## config.mk

```make
export PLATFORM = sky130hd
export DESIGN_NAME = regfile_32x64
export DESIGN_NICKNAME = d
export VERILOG_FILES = /design/src/rtl/regfile_32x64.sv
export SDC_FILE = /design/constraint.sdc
export NUM_CORES = 2
export LEC_CHECK = 0
export CAP_MARGIN = 20
export CORE_MARGIN = 5
export CORE_UTILIZATION = 35
export CTS_CLUSTER_DIAMETER = 40
export DETAILED_ROUTE_END_ITERATION = 12
export PLACE_DENSITY = 0.61
export SETUP_SLACK_MARGIN = 0.1
export SKIP_CTS_REPAIR_TIMING = 1
export SKIP_LAST_GASP = 1
export SLEW_MARGIN = 10
export SYNTH_ARGS = -nofsm -noshare
export SYNTH_HDL_FRONTEND = slang
export SYNTH_SLANG_ARGS = --single-unit
```

## constraint.sdc

```tcl
create_clock -name clk -period 7.5 [get_ports clk]
set_input_delay 1.875 -clock clk [delete_from_list [all_inputs] [get_ports clk]]
set_output_delay 1.875 -clock clk [all_outputs]
set_load 0.02 [all_outputs]
```

## src/rtl/regfile_32x64.sv

```systemverilog
// 32 x DATA_W register file: two combinational read ports and one clocked write port.
// The write enables come from a tree of enabled 2:4 decoders. The ZERO_REG index always reads as zero.

module regfile_dec2to4 (
    input  logic       en,
    input  logic [1:0] a,
    output logic [3:0] y
);
    // With en low the output is forced to zero, so an unknown address cannot raise any enable.
    always_comb begin
        y = 4'b0000;
        if (en) begin
            case (a)
                2'd0:    y = 4'b0001;
                2'd1:    y = 4'b0010;
                2'd2:    y = 4'b0100;
                default: y = 4'b1000;
            endcase
        end
    end
endmodule

module regfile_dec3to8 (
    input  logic       en,
    input  logic [2:0] a,
    output logic [7:0] y
);
    logic en_lo;
    logic en_hi;

    assign en_lo = en & ~a[2];
    assign en_hi = en &  a[2];

    regfile_dec2to4 u_lo (.en(en_lo), .a(a[1:0]), .y(y[3:0]));
    regfile_dec2to4 u_hi (.en(en_hi), .a(a[1:0]), .y(y[7:4]));
endmodule

module regfile_32x64 #(
    parameter int DATA_W   = 64,
    parameter int ZERO_REG = 31
) (
    input  logic              clk,
    input  logic              reset_n,
    input  logic              RegWrite,
    input  logic [4:0]        WriteRegister,
    input  logic [DATA_W-1:0] WriteData,
    input  logic [4:0]        ReadRegister1,
    input  logic [4:0]        ReadRegister2,
    output logic [DATA_W-1:0] ReadData1,
    output logic [DATA_W-1:0] ReadData2
);
    localparam logic [4:0] ZERO_IDX = 5'(ZERO_REG);

    logic [3:0]        grp_en;
    logic [31:0]       reg_en;
    logic [DATA_W-1:0] regs_q [32];
    logic [DATA_W-1:0] regs_d [32];

    regfile_dec2to4 u_dec_top (
        .en (RegWrite),
        .a  (WriteRegister[4:3]),
        .y  (grp_en)
    );

    for (genvar g = 0; g < 4; g++) begin : g_dec
        regfile_dec3to8 u_dec_grp (
            .en (grp_en[g]),
            .a  (WriteRegister[2:0]),
            .y  (reg_en[g*8 +: 8])
        );
    end

    // The zero register never loads, so its flops stay at their reset value.
    always_comb begin
        for (int i = 0; i < 32; i++) begin
            regs_d[i] = regs_q[i];
            if (reg_en[i] && (i != ZERO_REG)) begin
                regs_d[i] = WriteData;
            end
        end
    end

    always_ff @(posedge clk or negedge reset_n) begin
        if (!reset_n) begin
            for (int i = 0; i < 32; i++) begin
                regs_q[i] <= '0;
            end
        end else begin
            for (int i = 0; i < 32; i++) begin
                regs_q[i] <= regs_d[i];
            end
        end
    end

    always_comb begin
        ReadData1 = (ReadRegister1 == ZERO_IDX) ? '0 : regs_q[ReadRegister1];
        ReadData2 = (ReadRegister2 == ZERO_IDX) ? '0 : regs_q[ReadRegister2];
    end
endmodule

```

==> run metrics <==
Placer Congestion=0.812; Logic pwr share=20.0%; Root Buffer=clkbuf_16; initial antenna violation count=39; minimum clock period=7.10 ns; worst-case clock buffer depth=4; RSZ-0062 raised after global routing=no; Die W=560 µm; Seq pwr share=40.6%; CP Cell Sequence=buf_8 > buf_12 > mux2i_1 > a221oi_1 > o21ai_0 > a31oi_1 > clkdlybuf4s50_1; die area=313000 µm²; CTS clk-pin slew, worst paths=0.04 ns; top flop regs=regs_q x1984; # H-tree levels=5; final setup skew=0 ns; Residual DRC=0; vias in the first global route=71831; Worst R2R Path Depth=1; Seq/Total Area, Yosys=46.9%; max reg flops=1984; WHS Path Cells=1; fin. max-slew vios=0; final wirelength=358000 µm; outcome=complete, no violations; Initial DRC Count=6589; via count=68365; element type at the critical path end=primary output; height of the chip=560 µm; Clock power frac=39.5%; Hold WC Path Type=flop to flop; share of the synthesized area in the top cell type=46.9%; IO Port Bufs=209; Final #Nets=7162; core area=301000 µm²; CTS buffer count=291; num ports=210; Mapped Nets=7138; post-synth cell types=44; layout cells sized above 1=51.5%; Synth area leader=dfrtp_1; Slew @ Worst Pin=1.17 ns; Critical Path Slowest Stage Cell=clkdlybuf4s50_1; Area growth syn-to-layout=16.3%; WL per Instance=31.8 µm; Post-synth EDFFs=0; Adder-Cell Fraction of Synth Area=0%; total grt overflow=0; asr flop ratio synth=100%; Primary FF master, synth=dfrtp_1; first drt pass iteration count=8; setup TNS=0 ns; final worst-path cycle share=94.7%; Synth Area in Compound Gates=4.12%; slew margin rel.=21.9%; Net Switching=9.81 mW; Yosys Warn Count=0; Hold Vio Cnt, Final=0; Post-synth top cells=mux2_2, dfrtp_1, mux4_2; multi-input logic area=52900 µm²; leakage=53.1 nW; main combinational cell family by area after synthesis=multiplexers; first-pass GRT wire length=522000 µm; CP Data Required Time=5.62 ns; startpoint types=input pin; Max IR drop VDD=208 µV; mapped cell area=106000 µm²; fillers=27137; post-synthesis average cell area=15.0 µm²; most common cell in the netlist=mux2_2; Critical Path AT=5.23 ns; Net Sw Frac=27.7%; Top reg by flops=regs_q; Post-Synth Simple-Gate Area=1.39%; post-DR vias/cell=6.06; Power Dens Cells=288 nW/µm²; Final ANT Viol Nets=0; Setup CP Type=input pin to primary output; GRT Util Overall=22.4%; internal power=25.6 mW; Post-Synth XOR/XNOR Area=0%; max frequency=141 MHz; Clock Latency Late Sink=0.82 ns; DP Worst Slack=0.414 ns; Worst Slack Setup Final=0.398 ns; clk sink count=1984; Starting Density=35.2%; CTS tree=done; gate count of the mapped netlist=7056; Post-DP HPWL=207000 µm; row count=201; worst-path maximum fanout=79; Max-Cap Viols=0; slowest cell delay on critical path=0.72 ns; setup violators final=0; synth top area cells=dfrtp_1, mux2_2, mux4_2; register area=49600 µm²; post-synthesis mux area share=44.2%; synthesis-stage register bit count=1984; largest net degree at the start of global routing=169
## worst paths after layout
check                                              start                       end  slack (ns)
worst min-delay path            regs_q[1228]$_DFFE_PN0P_  regs_q[1228]$_DFFE_PN0P_        0.50
worst max register to register   regs_q[165]$_DFFE_PN0P_   regs_q[165]$_DFFE_PN0P_        6.64
max in group asynchronous                        reset_n  regs_q[2038]$_DFFE_PN0P_        4.62
worst min register to register  regs_q[1228]$_DFFE_PN0P_  regs_q[1228]$_DFFE_PN0P_        0.50
min in group asynchronous                        reset_n  regs_q[1448]$_DFFE_PN0P_        1.06
worst max-delay path                    ReadRegister1[2]             ReadData1[36]        0.40
## layout by cell type (no fill, tap or decap), types with 53 or more instances in the layout
| cell | instances |
|---|---|
| mux2_2 | 2050 |
| dfrtp_1 | 1984 |
| mux4_2 | 840 |
| mux2i_1 | 449 |
| clkbuf_16 | 300 |
| buf_4 | 218 |
| clkdlybuf4s50_1 | 180 |
| nor2_1 | 151 |
| o22ai_1 | 99 |
| buf_12 | 95 |
| a211o_1 | 81 |
| a21oi_1 | 65 |
| a22oi_1 | 63 |
| a2bb2oi_1 | 63 |
| a22o_1 | 56 |
| o21ai_0 | 53 |
## stage by stage
| stage | hold WS, ns | cell area, µm² | instances | power, mW | utilization (%) |
|---|---|---|---|---|---|
| 2_1_floorplan | 0.470 | 106000 | 7056 | 19.1 | - |
| 3_5_place_dp | 0.495 | 113000 | 10743 | 21.6 | 37.6 |
| 5_1_grt | 0.533 | 123000 | 11270 | 36.9 | 41.0 |
| 4_1_cts | 0.505 | 123000 | 11262 | 35.6 | 40.9 |
| 3_3_place_gp | 0.480 | 113000 | 10739 | 21.2 | 37.6 |
| 6_report | 0.503 | 123000 | 11274 | 35.4 | 41.0 |
## power by group through the flow
stage,registers (mW),logic (mW),clock network (mW)
2_1_floorplan,13.9,5.22,0
3_3_place_gp,14.3,6.95,0
3_5_place_dp,14.5,7.10,0
6_report,14.4,7.08,14.0
4_1_cts,14.3,7.13,14.2
5_1_grt,14.6,7.59,14.7
## cell families (layout without fill, tap and decap cells)
| family | Yosys count | after routing |
|---|---|---|
| AND/OR/NAND/NOR | 310 | 310 |
| flip-flops | 1984 | 1984 |
| AO/OA/AOI/OAI | 597 | 597 |
| other | 0 | 10 |
| multiplexers | 3362 | 3362 |
| buffers and inverters | 803 | 1053 |
## area by class of cell
type | instances | share of cell area, %
inverter | 30 | 0.0956
clock buffer | 355 | 6.49
antenna | 10 | 0.0203
tap | 3958 | 4.02
sequential | 1984 | 40.3
clock inverter | 164 | 1.55
timing repair buffer | 504 | 4.50
multi-input combinational | 4269 | 43.0
## routing by layer
layer  vias to the layer above  track usage, %  part of all wire (%)
met1                     37442            29.9                    41
met3                       741            4.02                   6.6
met4                        14            8.60                   4.3
li1                      27434               -                     -
met2                      2734            36.4                    48
met5                         -               0                 0.025
## critical path: cells and delay by family
family                 cells  cell delay, ns
buffers and inverters      3            1.60
AO/OA/AOI/OAI              3            1.33
multiplexers               1            0.24
Note: power is estimated with default switching activity, not from simulation.
